--- src/rtl/bus_pkg.sv ---
// Shared definitions for the bus responder slice: FSM state encoding,
// slave-region geometry and the owner encoding.
// Optional feature macro used by this slice: BUS_ERR_EN.
package bus_pkg;

    // Responder FSM states (2-bit, kept as plain constants for legacy tools)
    localparam logic [1:0] ST_IDLE   = 2'd0;
    localparam logic [1:0] ST_ACCESS = 2'd1;
    localparam logic [1:0] ST_WAIT   = 2'd2;
    localparam logic [1:0] ST_DONE   = 2'd3;

    // Address-region geometry: top REGION_W address bits pick one of NUM_SLAVES
    localparam int REGION_W   = 2;
    localparam int NUM_SLAVES = 4;

    // Wait-state counter width; WAIT_CYCLES must fit in it (0..15)
    localparam int WAIT_CNT_W = 4;

    // Which master owns the transaction in flight
    typedef enum logic {
        OWNER_M1 = 1'b0,
        OWNER_M2 = 1'b1
    } owner_t;

endpackage

--- src/rtl/bus_addr_decode.sv ---
// Combinational slave-region decoder. The top REGION_W address bits select
// one slave; the top region may be marked unmapped (BUS_ERR_EN builds), in
// which case no select is driven and the unmapped flag is raised instead.
module bus_addr_decode
    import bus_pkg::*;
#(
    parameter int ADDR_W = 16
) (
    input  logic [ADDR_W-1:0]     addr,
    input  logic                  top_region_mapped,
    output logic [NUM_SLAVES-1:0] sel,
    output logic                  unmapped
);

    logic [REGION_W-1:0] region;
    logic                unused_addr_bits;

    assign region           = addr[ADDR_W-1 -: REGION_W];
    assign unused_addr_bits = ^addr[ADDR_W-REGION_W-1:0];

    // The last region is the only one that can be left unmapped
    assign unmapped = (region == REGION_W'(NUM_SLAVES - 1)) && !top_region_mapped;

    // One select line per slave, suppressed when the region is unmapped
    generate
        for (genvar gi = 0; gi < NUM_SLAVES; gi++) begin : g_sel
            assign sel[gi] = (region == REGION_W'(gi)) && !unmapped;
        end
    endgenerate

endmodule

--- src/rtl/bus_responder.sv ---
// Target-side bus responder: takes the transaction of the granted master,
// strobes the decoded slave, waits WAIT_CYCLES wait states and returns a
// one-cycle READY (plus read data) to the owning master.
// Optional feature macro: BUS_ERR_EN (top region unmapped, BUS_ERR reported).
module bus_responder
    import bus_pkg::*;
#(
    parameter int ADDR_W      = 16,
    parameter int DATA_W      = 8,
    parameter int WAIT_CYCLES = 2
) (
    input  logic                  clk,
    input  logic                  rst,
    input  logic                  GRANT0,
    input  logic                  GRANT1,
    input  logic                  MASTER1_READ,
    input  logic                  MASTER1_WRITE,
    input  logic                  MASTER2_READ,
    input  logic                  MASTER2_WRITE,
    input  logic [ADDR_W-1:0]     MASTER1_ADDR,
    input  logic [ADDR_W-1:0]     MASTER2_ADDR,
    input  logic [DATA_W-1:0]     MASTER1_WDATA,
    input  logic [DATA_W-1:0]     MASTER2_WDATA,
    output logic                  MASTER1_READY,
    output logic                  MASTER2_READY,
    output logic [DATA_W-1:0]     RDATA,
    output logic                  BUS_ERR,
    output logic [NUM_SLAVES-1:0] SLV_SEL,
    output logic [ADDR_W-1:0]     SLV_ADDR,
    output logic [DATA_W-1:0]     SLV_WDATA,
    output logic                  SLV_WE,
    output logic                  SLV_RE,
    input  logic [DATA_W-1:0]     SLV_RDATA
);

    // Counter reload value; WAIT_CYCLES above 15 does not fit and is illegal
    localparam logic [WAIT_CNT_W-1:0] WAIT_LOAD =
        (WAIT_CYCLES == 0) ? '0 : WAIT_CNT_W'(WAIT_CYCLES - 1);

    logic [1:0]            state_reg,    state_next;
    owner_t                owner_reg,    owner_next;
    logic                  write_reg,    write_next;
    logic [ADDR_W-1:0]     addr_reg,     addr_next;
    logic [DATA_W-1:0]     wdata_reg,    wdata_next;
    logic [WAIT_CNT_W-1:0] wait_cnt_reg, wait_cnt_next;
    logic [DATA_W-1:0]     rdata_reg,    rdata_next;

    logic [NUM_SLAVES-1:0] dec_sel;
    logic                  dec_unmapped;
    logic                  top_region_mapped;
    logic [DATA_W-1:0]     read_value;

`ifdef BUS_ERR_EN
    assign top_region_mapped = 1'b0;
    assign BUS_ERR           = (state_reg == ST_DONE) && dec_unmapped;
`else
    assign top_region_mapped = 1'b1;
    assign BUS_ERR           = 1'b0;
`endif

    bus_addr_decode #(
        .ADDR_W (ADDR_W)
    ) u_decode (
        .addr              (addr_reg),
        .top_region_mapped (top_region_mapped),
        .sel               (dec_sel),
        .unmapped          (dec_unmapped)
    );

    // Unmapped reads return all ones instead of whatever the slave bus floats
    assign read_value = dec_unmapped ? {DATA_W{1'b1}} : SLV_RDATA;

    // Next-state logic: requests are only looked at in IDLE, master 1 first
    always_comb begin
        state_next    = state_reg;
        owner_next    = owner_reg;
        write_next    = write_reg;
        addr_next     = addr_reg;
        wdata_next    = wdata_reg;
        wait_cnt_next = wait_cnt_reg;
        rdata_next    = rdata_reg;
        case (state_reg)
            ST_IDLE: begin
                if (GRANT0 && (MASTER1_READ || MASTER1_WRITE)) begin
                    owner_next = OWNER_M1;
                    write_next = MASTER1_WRITE;
                    addr_next  = MASTER1_ADDR;
                    wdata_next = MASTER1_WDATA;
                    state_next = ST_ACCESS;
                end else if (GRANT1 && (MASTER2_READ || MASTER2_WRITE)) begin
                    owner_next = OWNER_M2;
                    write_next = MASTER2_WRITE;
                    addr_next  = MASTER2_ADDR;
                    wdata_next = MASTER2_WDATA;
                    state_next = ST_ACCESS;
                end
            end
            ST_ACCESS: begin
                if (WAIT_CYCLES == 0) begin
                    state_next = ST_DONE;
                end else begin
                    state_next    = ST_WAIT;
                    wait_cnt_next = WAIT_LOAD;
                end
            end
            ST_WAIT: begin
                if (wait_cnt_reg == '0) begin
                    state_next = ST_DONE;
                end else begin
                    wait_cnt_next = wait_cnt_reg - WAIT_CNT_W'(1);
                end
            end
            ST_DONE: begin
                if (!write_reg) begin
                    rdata_next = read_value;
                end
                state_next = ST_IDLE;
            end
            default: state_next = ST_IDLE;
        endcase
    end

    // State and latched-transaction registers; reset aborts any transaction
    always_ff @(posedge clk) begin
        if (!rst) begin
            state_reg    <= ST_IDLE;
            owner_reg    <= OWNER_M1;
            write_reg    <= 1'b0;
            addr_reg     <= '0;
            wdata_reg    <= '0;
            wait_cnt_reg <= '0;
            rdata_reg    <= '0;
        end else begin
            state_reg    <= state_next;
            owner_reg    <= owner_next;
            write_reg    <= write_next;
            addr_reg     <= addr_next;
            wdata_reg    <= wdata_next;
            wait_cnt_reg <= wait_cnt_next;
            rdata_reg    <= rdata_next;
        end
    end

    // Select held from ACCESS through DONE so the slave drives data while sampled
    assign SLV_SEL   = (state_reg != ST_IDLE) ? dec_sel : '0;
    assign SLV_ADDR  = addr_reg;
    assign SLV_WDATA = wdata_reg;
    assign SLV_WE    = (state_reg == ST_ACCESS) && write_reg  && !dec_unmapped;
    assign SLV_RE    = (state_reg == ST_ACCESS) && !write_reg && !dec_unmapped;

    assign MASTER1_READY = (state_reg == ST_DONE) && (owner_reg == OWNER_M1);
    assign MASTER2_READY = (state_reg == ST_DONE) && (owner_reg == OWNER_M2);

    // Read data is passed through during DONE and held in rdata_reg afterwards
    assign RDATA = ((state_reg == ST_DONE) && !write_reg) ? read_value : rdata_reg;

endmodule

--- config.mk ---
export PLATFORM = sky130hd
export DESIGN_NAME = bus_responder
export DESIGN_NICKNAME = d
export VERILOG_FILES = /design/src/rtl/bus_pkg.sv /design/src/rtl/bus_addr_decode.sv /design/src/rtl/bus_responder.sv
export SDC_FILE = /design/constraint.sdc
export NUM_CORES = 1
export LEC_CHECK = 0
export CAP_MARGIN = 30
export CORE_MARGIN = 5
export CORE_UTILIZATION = 32
export CTS_CLUSTER_SIZE = 10
export DETAILED_ROUTE_END_ITERATION = 10
export HOLD_SLACK_MARGIN = 0.06
export MAX_ROUTING_LAYER = met4
export PLACE_DENSITY_LB_ADDON = 0.2
export SYNTH_ARGS = -nofsm -noshare
export SYNTH_HDL_FRONTEND = slang
export SYNTH_HIERARCHICAL = 1
export SYNTH_SLANG_ARGS = --single-unit
export TNS_END_PERCENT = 100
--- constraint.sdc ---
create_clock -name clk -period 2.2 [get_ports clk]
set_clock_uncertainty 0.2 [all_clocks]
set_input_delay 0.55 -clock clk [delete_from_list [all_inputs] [get_ports clk]]
set_output_delay 0.55 -clock clk [all_outputs]
set_load 0.005 [all_outputs]
After elaboration in Yosys (flattened, before gate mapping):

Cells that the tools add are included.

* register bits after elaboration: 40
* bits of input ports: 64
* output and inout bits: 41
* word-level logic and storage cells: 55

* add/subtract/negate cells: 1
* eq/ne operators: 9
* multiplexer cells: 16
* bitwise gates (word level): 2
* reductions and logical operators: 20

Operator list (number)
* $mux W16: 2
* $mux W8: 3
* $eq A2 B2 Y1 const B: 4
* $mux W4: 2
* $pmux W2 S4: 1
* $pmux W4 S2: 1
* $reduce_and A2 Y1: 4
* $logic_and A1 B1 Y1: 7
* $mux W2: 3
* $reduce_bool A2 Y1: 3
* $eq A2 B1 Y1 const B: 2
* $logic_not A2 Y1: 2
* $logic_not A4 Y1: 1
* $mux W1: 4
* $ne A2 B2 Y1 const B: 2
* $sub A4 B1 Y4 const B: 1
* $ne A3 B3 Y1 const B: 1
* $logic_or A1 B1 Y1: 2
* $not A1 Y1: 2
* $logic_not A1 Y1: 1

Depth between registers and ports, before layout:

* word-level depth: 5
* mapped depth: 7
* depth with buffers taken out: 6

Modules after synthesis:

Netlist, hierarchy kept.

Modules (own cells, without submodules)
* bus_responder: instances 1, cells each 210, area an instance 1930.6 um^2, seq. area each 800.8 um^2
* bus_addr_decode: instances 1, cells each 5, area an instance 36.3 um^2, seq. area each 0.0 um^2

Worst setup path after synthesis:

No wires, ideal clock.

* path type: register to output
* start point: register state_reg[0]
* end point: output port RDATA[0]
* data arrival time: 1038 ps
* data required time: 1450 ps
* slack: 412 ps
* cell stages (with the launch flop): 5
* buffers on the path: 1
* cell sequence: dfxtp_1 > ha_1 > nand2b_1 > buf_2 > o21ai_0

* longest elaborated chain between the ends: 3

Ends and longest elaborated chain
* start: declaration: line bus_responder.sv:40 `logic [1:0] state_reg, state_next;`
* start signal: assignment: line bus_responder.sv:134 `state_reg <= state_next;`
* $eq A2 B2 Y1: line bus_responder.sv:155 `assign RDATA = ((state_reg == ST_DONE) && !write_reg) ? read_value : rdata_reg;`
* $logic_and A1 B1 Y1: line bus_responder.sv:155
* $mux W8: line bus_responder.sv:155
* end: declaration: line bus_responder.sv:26 `output logic [DATA_W-1:0] RDATA,`

Every way passes these cells.

Worst setup path in the final report:

* start point: register state_reg[1]
* end point: output port RDATA[3]

Same word-level chain as after synthesis.

==> run_results.csv <==
group,metric,value,unit
sta,whs,0.287,ns
worst_setup_path,reg2reg_slack,0.31,ns
routing,firstDrtPassIters,4,
global_routing,grt_pass1_vias,1801,
worst_setup_path,crit_type,"flop to output port",
synthesis,netlist_area,1970,sq um
worst_setup_path,crit_buf_inv,2,
synthesis,ys_seq_elements,40,
cells_and_area,drive_gt1_share,19.4,%
worst_setup_path,critPathLaunchType,"flop",
synthesis,synthTopCellsByArea,"dfxtp_1 (41%), mux2i_1 (13%), a211oi_1 (8.0%), nor2_1 (6.9%), ha_1 (3.8%)",
sta,fin_crit,2.14,ns
place,hpwl,4070,um
sta,rsz0062_at_grt,"yes",
pwr,ir_drop,0.355,mV
global_routing,antenna_found_initial,0,
synthesis,yosysTopAreaCell,"dfxtp_1",
cells_and_area,nets,399,
worst_setup_path,timing.rr.end,"SLV_ADDR[3]$_SDFFE_PN0P_",
worst_hold_path,worstHoldPathType,"flop to flop",
worst_setup_path,cpMaxStageDelayCell,"dfxtp_2",
routing,postRouteAntennaNets,0,
pwr,total_power,3170,uW
die,initial_core_util,33.0,%
worst_setup_path,crit_arrival,1.39,ns
die,coreArea,5960,sq um
cts,clockBufferDepth,2,
job,drv_cap,0,
pwr,switching_share,34.1,%
synthesis,synth_warnings,6,
die,rows,28,
cells_and_area,largest_reg_flops,16,
pwr,p_sw,1080,uW
synthesis,synth_top_area_share,40.7,%
cts,clk_pin_slew,0.08,ns
global_routing,grt_max_degree,25,
routing,drt_iter0_drc,77,
pwr,p_seq_share,33.4,%
worst_hold_path,min_from,"wait_cnt_reg[3]$_SDFFE_PN0P_",
cts,htreeDepth,2,
cells_and_area,syn2layout_area_growth,69.6,%
worst_setup_path,max_stage_delay,0.36,ns
worst_setup_path,worst-path-stages,5,
status,status,"completed",
pwr,internal_power,2090,uW
die,io_pins,105,
sta,hold_viol_final,0,
worst_setup_path,timing.rr.start,"state_reg[0]$_SDFFE_PN0P_",
routing,vias_per_cell,4.61,
place,port_buffers,103,
pwr,power.density,950,nW/um^2
worst_setup_path,cp-startpoint,"state_reg[1]$_SDFFE_PN0P_",
sta,final-max-slew-violation-count,0,
cts,clk_latency,0.29,ns
pwr,pwr-share-comb,50.4,%
sta,setup_viol,0,
synthesis,postSynthAreaPerCell,9.15,sq um
cts,cts_root_buffer,"clkbuf_8",
worst_setup_path,crit_end,"RDATA[3]",
routing,dr_total_vias,1869,
die,die_x,88.4,um
sta,fmax,0.466,GHz
worst_setup_path,cp_max_fo,8,
worst_setup_path,critPathRequiredTime,1.45,ns
global_routing,gr-total-overflow,0,
worst_setup_path,ff2ff_path_depth,9,
cts,post_cts_buffers,0,
worst_setup_path,cp_top_family,"flip-flops",
synthesis,ys_types,38,
synthesis,synthCells,215,
sta,period_share,97.5,%
die,die_area,7810,sq um
cts,clock-sinks,40,
die,die_h,88.4,um
cts,cts_buffers,5,
sta,worst_slew_pin_slew,0.542,ns
sta,slew_headroom,63.5,%
synthesis,ys_seq_area_share,40.7,%
routing,wl_per_cell,13.0,um
global_routing,grt_pass1_wl,8400,um
cells_and_area,num_antenna_cells,0,
pwr,p_leak,0.00143,uW
worst_setup_path,crit_chain,"ha_4, nand2b_4, buf_16, o21ai_2, clkdlybuf4s15_2",
global_routing,grt_use_total,14.3,%
place,gp_congestion,0.710,
pwr,pwr-share-clk,16.2,%
worst_setup_path,endpoint_kind,"output port",
routing,wirelength,5270,um
routing,drc_errors,0,
cts,cts_tree,"yes",
## cells by family (layout without fill, tap and decap cells)
kind of cell,after synthesis,in the layout,share of synthesized area [%]
and+or+nand+nor,78,78,19.3
AOI/OAI and AO/OA,43,43,17.1
DFF,40,40,40.7
muxes,25,25,12.7
buffers and inverters,20,134,5.53
adders and majority gates,6,6,3.82
other,2,3,0.382
xor gates and xnor gates,1,1,0.445
## cell type report
class | count | area, sq um
Clock buffer | 7 | 86.3
Tap cell | 75 | 93.8
Clock inverter | 1 | 7.51
Sequential cell | 40 | 803
Inverter | 6 | 22.5
Multi-Input combinational cell | 156 | 1140
Fill cell | 557 | 2620
Timing Repair Buffer | 120 | 1180
## through the flow
stage	setup TNS (ns)	setup WS, ns	util, %	cell area, sq um	instances
global route	-0.0328	-0.0173	56.0	3340	405
floorplan	0	0.412	-	1970	216
detailed placement	-5.82	-0.337	53.5	3190	396
CTS	0	0.00506	56.1	3340	405
global placement	-5.31	-0.317	53.5	3190	396
finish	0	0.0560	56.0	3340	405
## cells in the mapped netlist, drive strengths merged
| cell | number |
|---|---|
| dfxtp | 40 |
| nor2 | 36 |
| a211oi | 25 |
| mux2i | 25 |
| nand2 | 12 |
| buf | 11 |
| o21ai | 10 |
| and2 | 9 |
| ha | 6 |
| inv | 6 |
| nor2b | 6 |
| and3 | 3 |
| clkbuf | 3 |
| nand3 | 3 |
| a21oi | 2 |
| and3b | 2 |
| conb | 2 |
| nand2b | 2 |
| o221a | 2 |
| a22oi | 1 |
| a32oi | 1 |
| and2b | 1 |
| nand4b | 1 |
| nor3 | 1 |
| nor3b | 1 |
| o21a | 1 |
| o31ai | 1 |
| or3b | 1 |
| xnor2 | 1 |
## worst min path at each step
stage                                    to  slack (ns)  depth (start not counted)
6_report       wait_cnt_reg[3]$_SDFFE_PN0P_        0.29                          2
5_1_grt        wait_cnt_reg[3]$_SDFFE_PN0P_        0.31                          2
4_1_cts        wait_cnt_reg[3]$_SDFFE_PN0P_        0.29                          2
3_5_place_dp   wait_cnt_reg[3]$_SDFFE_PN0P_        0.28                          2
3_3_place_gp   wait_cnt_reg[3]$_SDFFE_PN0P_        0.27                          2
2_1_floorplan  wait_cnt_reg[3]$_SDFFE_PN0P_        0.25                          2
## power by group through the flow
stage / clock (uW) / combinational (uW) / sequential (uW)
after floorplan: 0 / 765 / 1070
after global placement: 0 / 1550 / 1060
after detailed placement: 0 / 1570 / 1060
after CTS: 528 / 1600 / 1060
after global routing: 565 / 1770 / 1090
final: 513 / 1600 / 1060
## what timing repair did
| item | 4_1_cts | 5_1_grt |
|---|---|---|
| gates resized for setup | 48 | 22 |
| setup endpoints to repair | 16 | 14 |
| pin swaps | 2 | 0 |
| gates cloned | 1 | 0 |
| hold buffers | 0 | 0 |
## cells in the final DEF, fill, tap and decap left out, drive strengths merged, types with 2 or more instances in the layout
cell and n:
o21ai 10, and3 3, o221a 2, clkdlybuf4s50 87, a21oi 2, nor2b 6
dfxtp 40, nand2b 2, nand2 12, and3b 2, nor2 36, nand3 3
conb 3, clkdlybuf4s15 3, buf 19, clkbuf 14, ha 6, and2 9
a211oi 25, dlygate4sd2 4, mux2i 25, inv 6
## layer usage
| layer | share of wire [%] | track usage (%) | vias up |
|---|---|---|---|
| met1 | 42 | 16.0 | 814 |
| met2 | 45 | 22.4 | 72 |
| li1 | - | - | 976 |
| met4 | 1.8 | 5.36 | 0 |
| met5 | 0 | - | - |
| met3 | 11 | 6.24 | 7 |
## worst register-to-register path: cells and delay by family (launching register included)
family / cells / cell delay, ns
and+or+nand+nor: 1 / 0.06
adders and majority gates: 1 / 0.18
DFF: 1 / 0.34
buffers and inverters: 5 / 0.66
AOI/OAI and AO/OA: 2 / 0.36
No activity file was read; power rests on OpenSTA's default activity.
